$ cat config.mk
export PLATFORM = sky130hd
export DESIGN_NAME = operand_fetch_mux
export DESIGN_NICKNAME = d
export VERILOG_FILES = /design/src/rtl/operand_fetch_mux.sv
export SDC_FILE = /design/constraint.sdc
export NUM_CORES = 1
export LEC_CHECK = 0
export BUFFER_PORTS_ARGS = -buffer_cell sky130_fd_sc_hd__buf_4
export CAP_MARGIN = 40
export CORE_MARGIN = 10
export CORE_UTILIZATION = 40
export DETAILED_ROUTE_END_ITERATION = 16
export PLACE_DENSITY = 0.78
export SYNTH_ARGS = -nofsm -noshare
export SYNTH_HDL_FRONTEND = slang
export SYNTH_SLANG_ARGS = --single-unit
$ cat constraint.sdc
create_clock -name clk -period 3.9 [get_ports clk]
set_clock_uncertainty 0.2 [all_clocks]
set_input_delay 0.78 -clock clk [delete_from_list [all_inputs] [get_ports clk]]
set_output_delay 0.78 -clock clk [all_outputs]
set_load 0.1 [all_outputs]
$ cat src/rtl/operand_fetch_mux.sv
// operand_fetch_mux
//   Operand fetch unit for the CPU core. It either selects one of NUM_SRC
//   register sources from a flattened bus, or performs a memory read.
//   Memory reads use a level req / ack handshake with a bounded wait.
//   The operand is registered and marked with a one-enabled-period valid
//   strobe. The bad_sel and timeout_err strobes qualify that completion.
//
//   All state advances only on clock edges where clk_en=1.
//   reset_n is asynchronous and active low.
//
//   Optional build macro: OPERAND_FETCH_WB_FWD_EN
//     When this macro is defined, a register fetch whose source index
//     matches an in-flight writeback (wb_en, wb_sel) returns wb_data
//     instead of the stale bus value. Memory fetches are not affected.
//     When it is not defined, the writeback ports are present but unused.

module operand_fetch_mux #(
    parameter int DATA_W       = 4,
    parameter int ADDR_W       = 12,
    parameter int NUM_SRC      = 24,
    parameter int SEL_W        = 5,
    parameter int MEM_WAIT_MAX = 7
) (
    input  logic                      clk,
    input  logic                      reset_n,
    input  logic                      clk_en,
    input  logic                      fetch_req,
    input  logic [SEL_W-1:0]          sel,
    input  logic                      is_mem,
    input  logic [ADDR_W-1:0]         addr_in,
    input  logic [NUM_SRC*DATA_W-1:0] src_bus,
    output logic                      mem_req,
    output logic [ADDR_W-1:0]         mem_addr,
    input  logic                      mem_ack,
    input  logic [DATA_W-1:0]         mem_rdata,
    input  logic                      wb_en,
    input  logic [SEL_W-1:0]          wb_sel,
    input  logic [DATA_W-1:0]         wb_data,
    output logic [DATA_W-1:0]         out,
    output logic                      out_valid,
    output logic                      busy,
    output logic                      bad_sel,
    output logic                      timeout_err
);

    // The wait counter only has to reach MEM_WAIT_MAX-1, so it never wraps.
    localparam int CNT_W     = $clog2(MEM_WAIT_MAX + 1);
    localparam int SRC_SLOTS = 2 ** SEL_W;

    localparam logic [CNT_W-1:0] CNT_LAST  = CNT_W'(MEM_WAIT_MAX - 1);
    localparam logic [SEL_W:0]   NUM_SRC_L = (SEL_W + 1)'(NUM_SRC);

    typedef enum logic [0:0] {
        ST_IDLE     = 1'b0,
        ST_MEM_WAIT = 1'b1
    } state_t;

    state_t              state_q, state_d;
    logic [CNT_W-1:0]    cnt_q, cnt_d;
    logic [DATA_W-1:0]   out_q, out_d;
    logic                out_valid_q, out_valid_d;
    logic                bad_sel_q, bad_sel_d;
    logic                timeout_err_q, timeout_err_d;
    logic                mem_req_q, mem_req_d;
    logic [ADDR_W-1:0]   mem_addr_q, mem_addr_d;

    // The flattened bus is unpacked into an array that covers every selector
    // code. Codes at or above NUM_SRC are padded with zero, so the indexed
    // read is always in range. The range check below decides whether such a
    // value is ever used.
    logic [DATA_W-1:0]   src_arr [SRC_SLOTS];

    for (genvar gi = 0; gi < SRC_SLOTS; gi++) begin : g_src
        if (gi < NUM_SRC) begin : g_used
            assign src_arr[gi] = src_bus[gi*DATA_W +: DATA_W];
        end else begin : g_pad
            assign src_arr[gi] = '0;
        end
    end

    logic                sel_in_range;
    logic [DATA_W-1:0]   reg_operand;

    assign sel_in_range = ({1'b0, sel} < NUM_SRC_L);

`ifdef OPERAND_FETCH_WB_FWD_EN
    // A writeback to the same register in this cycle is newer than the bus.
    logic fwd_hit;
    assign fwd_hit     = wb_en && (wb_sel == sel);
    assign reg_operand = fwd_hit ? wb_data : src_arr[sel];
`else
    // The writeback ports stay on the interface but carry no meaning in this build.
    logic unused_wb;
    assign unused_wb   = ^{wb_en, wb_sel, wb_data};
    assign reg_operand = src_arr[sel];
`endif

    // Next-state and output decode. Strobes default low and pulse for one enabled period.
    always_comb begin
        state_d       = state_q;
        cnt_d         = cnt_q;
        out_d         = out_q;
        out_valid_d   = 1'b0;
        bad_sel_d     = 1'b0;
        timeout_err_d = 1'b0;
        mem_req_d     = mem_req_q;
        mem_addr_d    = mem_addr_q;

        case (state_q)
            ST_IDLE: begin
                // mem_ack is deliberately not looked at here.
                if (fetch_req) begin
                    if (is_mem) begin
                        mem_addr_d = addr_in;
                        mem_req_d  = 1'b1;
                        cnt_d      = '0;
                        state_d    = ST_MEM_WAIT;
                    end else begin
                        out_valid_d = 1'b1;
                        if (sel_in_range) begin
                            out_d = reg_operand;
                        end else begin
                            bad_sel_d = 1'b1;
                        end
                    end
                end
            end

            ST_MEM_WAIT: begin
                // An ack that arrives in the final wait cycle still wins over the timeout.
                if (mem_ack) begin
                    out_d       = mem_rdata;
                    out_valid_d = 1'b1;
                    mem_req_d   = 1'b0;
                    state_d     = ST_IDLE;
                end else if (cnt_q == CNT_LAST) begin
                    out_valid_d   = 1'b1;
                    timeout_err_d = 1'b1;
                    mem_req_d     = 1'b0;
                    state_d       = ST_IDLE;
                end else begin
                    cnt_d = cnt_q + CNT_W'(1);
                end
            end

            default: begin
                state_d   = ST_IDLE;
                mem_req_d = 1'b0;
            end
        endcase
    end

    // State register. An async reset drops mem_req immediately. Otherwise
    // state advances only on enabled edges.
    always_ff @(posedge clk or negedge reset_n) begin
        if (!reset_n) begin
            state_q       <= ST_IDLE;
            cnt_q         <= '0;
            out_q         <= '0;
            out_valid_q   <= 1'b0;
            bad_sel_q     <= 1'b0;
            timeout_err_q <= 1'b0;
            mem_req_q     <= 1'b0;
            mem_addr_q    <= '0;
        end else if (clk_en) begin
            state_q       <= state_d;
            cnt_q         <= cnt_d;
            out_q         <= out_d;
            out_valid_q   <= out_valid_d;
            bad_sel_q     <= bad_sel_d;
            timeout_err_q <= timeout_err_d;
            mem_req_q     <= mem_req_d;
            mem_addr_q    <= mem_addr_d;
        end
    end

    assign out         = out_q;
    assign out_valid   = out_valid_q;
    assign bad_sel     = bad_sel_q;
    assign timeout_err = timeout_err_q;
    assign mem_req     = mem_req_q;
    assign mem_addr    = mem_addr_q;
    assign busy        = (state_q != ST_IDLE);

endmodule

==> impl_metrics.csv <==
group,metric,value,unit
sta,max_slew_margin,66.4,%
sta,fin_crit_sh,62.0,%
setup_path,cp.required,3850,ps
die,fp.dieH,90.1,µm
synthesis,synth.avg_cell_area,11.0,µm²
sta,fmax,413,MHz
cts,cts-root-buf,"clkbuf_8",
drt,firstDrtPassIters,4,
die,fp.coreArea,4750,µm²
cts,clockBufferDepth,2,
global_routing,grt_pass1_wl,11.6,mm
synthesis,synth_area,1960,µm²
layout,area_delta_synth_final,57.6,%
drt,drt-total-wl,7.24,mm
placement,dpl.hpwl,6.28,mm
drt,drcViolationCount,0,
sta,hold-worst-slack,188,ps
synthesis,seq_area_frac_synth,30.6,%
synthesis,async_reset_ff_share,100,%
placement,place.gp.congestion,0.809,
die,ios,154,
pwr,p_leak,1.50,nW
synthesis,synth_fp_nets,314,
layout,stdcell_area,3100,µm²
synthesis,synth_cell_types,41,
setup_path,start_kind,"input port",
layout,nets,448,
global_routing,grt_max_degree,34,
layout,drive_gt1_share,55.8,%
placement,port_buffers,143,
sta,tns,0,ps
global_routing,grt.overflow.total,0,
die,num_rows,25,
setup_path,endpoint_kind,"register",
synthesis,synth.yosys.warnings,0,
cts,ctsHoldBuffers,0,
setup_path,cp_max_fo,33,
cts,post-cts-setup-buffers,0,
synthesis,syn_inst,179,
status,outcome,"completed",
sta,min_period,2420,ps
pwr,fin_total_pwr,1.39,mW
pwr,peakVddDrop,0.000215,V
global_routing,grt_pass1_vias,2280,
drt,wire_per_inst,19.1,µm
cts,cts_resized,0,
setup_path,critPathKind,"input port to register",
cts,cts_buffers,3,
cts,tritoncts,"done",
global_routing,grt_antenna_before_repair,0,
worst_hold_path,holdCritPathClass,"input port to asynchronous set/reset pin",
drt,drtIter0Drc,99,
global_routing,grt.total_usage,17.0,%
synthesis,ys_seq_elements,24,
placement,placed_cell_area,3030,µm²
cts,cts_max_level,1,
synthesis,synth_edf_count,0,
die,die_w,90.1,µm
job,maxCapViolations,0,
drt,vias,2036,
drt,viasPerCell,5.37,
layout,diodes,0,
drt,ant_nets,0,
cts,clk_latency,270,ps
sta,worst_slew_pin_slew,503,ps
synthesis,ys.flop_type,"dfrtp_1",
die,die_area,8110,µm²
cts,clkTransAtPathRegs,90,ps
setup_path,arrival,2370,ps
die,start_util,41.3,%
sta,slew_violations,0,
sta,rsz0062_at_grt,"no",
sta,setup_viol,0,
cts,cts_sinks,24,
sta,finalHoldViolations,0,
pwr,power_density,447,nW/µm²
[where the power goes]
part | internal, mW | switching (mW) | leakage, nW
clock | 0.137 | 0.0836 | 0.0357
sequential | 0.313 | 0.0450 | 0.289
combinational | 0.250 | 0.556 | 1.17
[flip-flops by register name, indices dropped and copies added, names as in the netlist]
register and count:
cnt_q 3, out_valid 1, out 4, timeout_err 1, mem_addr 12, busy 1, bad_sel 1, mem_req 1
[cell families (layout without fill, tap and decap cells)]
logic type | after synthesis | count (layout) | share of synthesized area (%)
flip-flops | 24 | 24 | 30.6
buffers and inverters | 18 | 151 | 5.67
XOR/XNOR | 1 | 1 | 0.446
adder cells (fa/ha/maj) | 2 | 2 | 1.27
AO/OA/AOI/OAI | 45 | 45 | 15.9
multiplexers | 47 | 47 | 34.5
AND/OR/NAND/NOR | 42 | 42 | 11.7
[layer usage]
metal  GRT usage, %  routed length, µm  vias to the layer above
met3           7.23                811                        4
met5              0                  0                        -
li1               -                  -                      965
met4           3.45                 66                        0
met1           17.4               2520                      959
met2           31.5               3840                      108
[cells in the final DEF, fill, tap and decap left out, types with 3 or more instances in the layout]
master	n
buf_4	143
dfrtp_1	24
mux2i_1	20
mux2_2	13
mux4_2	10
nand2_1	8
nand3_1	8
a22oi_1	7
a21oi_1	7
nor2b_1	6
and2_1	6
a31oi_1	6
o21ai_0	5
inv_1	4
a211oi_1	4
mux4_1	4
nor2_1	3
a22o_1	3
o22ai_1	3
clkbuf_8	3
[final cells by class]
type	instances	area, µm²
Timing Repair Buffer	143	1070
Sequential cell	24	601
Inverter	4	15.0
Multi-Input combinational cell	137	1250
Tap cell	67	83.8
Fill cell	411	1660
Clock inverter	1	30.0
Clock buffer	3	41.3
[Yosys cell counts (2+ instances only)]
cell | instances | area share (%)
buf_6 | 2 | 1.1
and2_1 | 6 | 1.9
o22ai_1 | 3 | 0.96
mux2_2 | 13 | 7.5
buf_2 | 7 | 1.8
a31oi_1 | 6 | 1.9
nor2_1 | 3 | 0.57
a22o_1 | 3 | 1.3
or2_2 | 2 | 0.64
nand2_1 | 8 | 1.5
nand3_1 | 8 | 2.0
nor2b_1 | 6 | 1.9
a211o_1 | 2 | 0.89
a211oi_1 | 4 | 1.5
ha_1 | 2 | 1.3
nand4_1 | 2 | 0.64
nand3b_1 | 2 | 0.76
a21oi_1 | 7 | 1.8
nand2b_1 | 2 | 0.64
a22oi_1 | 7 | 2.7
mux4_1 | 4 | 5.4
inv_1 | 4 | 0.76
dfrtp_1 | 24 | 31
mux4_2 | 10 | 11
mux2i_1 | 20 | 10
buf_1 | 2 | 0.38
o21ai_0 | 5 | 1.3
a2bb2oi_1 | 2 | 0.89
[critical path, cell delays in order]
cell and delay (ps):
buf_4 410, mux4_1 630, mux2_2 300, a21oi_1 160, a211oi_1 90
[final timing paths]
kind,to,cells past startpoint,slack (ps),start
worst max-delay path,out[0],5,1480,sel[0]
worst min-delay path,mem_addr[0],1,190,reset_n
worst max register to register,out[1],4,2140,busy
worst min register to register,mem_addr[4],1,310,mem_addr[4]
max in group asynchronous,bad_sel,1,3080,reset_n
min in group clk,mem_addr[4],1,310,mem_addr[4]
[stage by stage]
stage / utilization, % / worst slack [ps] / instances
final: 65.1 / 1480 / 379
after global routing: 65.1 / 1390 / 379
after CTS: 65.1 / 1460 / 379
after detailed placement: 63.6 / 1180 / 375
after global placement: 63.6 / 1210 / 375
after floorplan: - / 1630 / 179
Note: power is estimated with default switching activity, not from simulation.
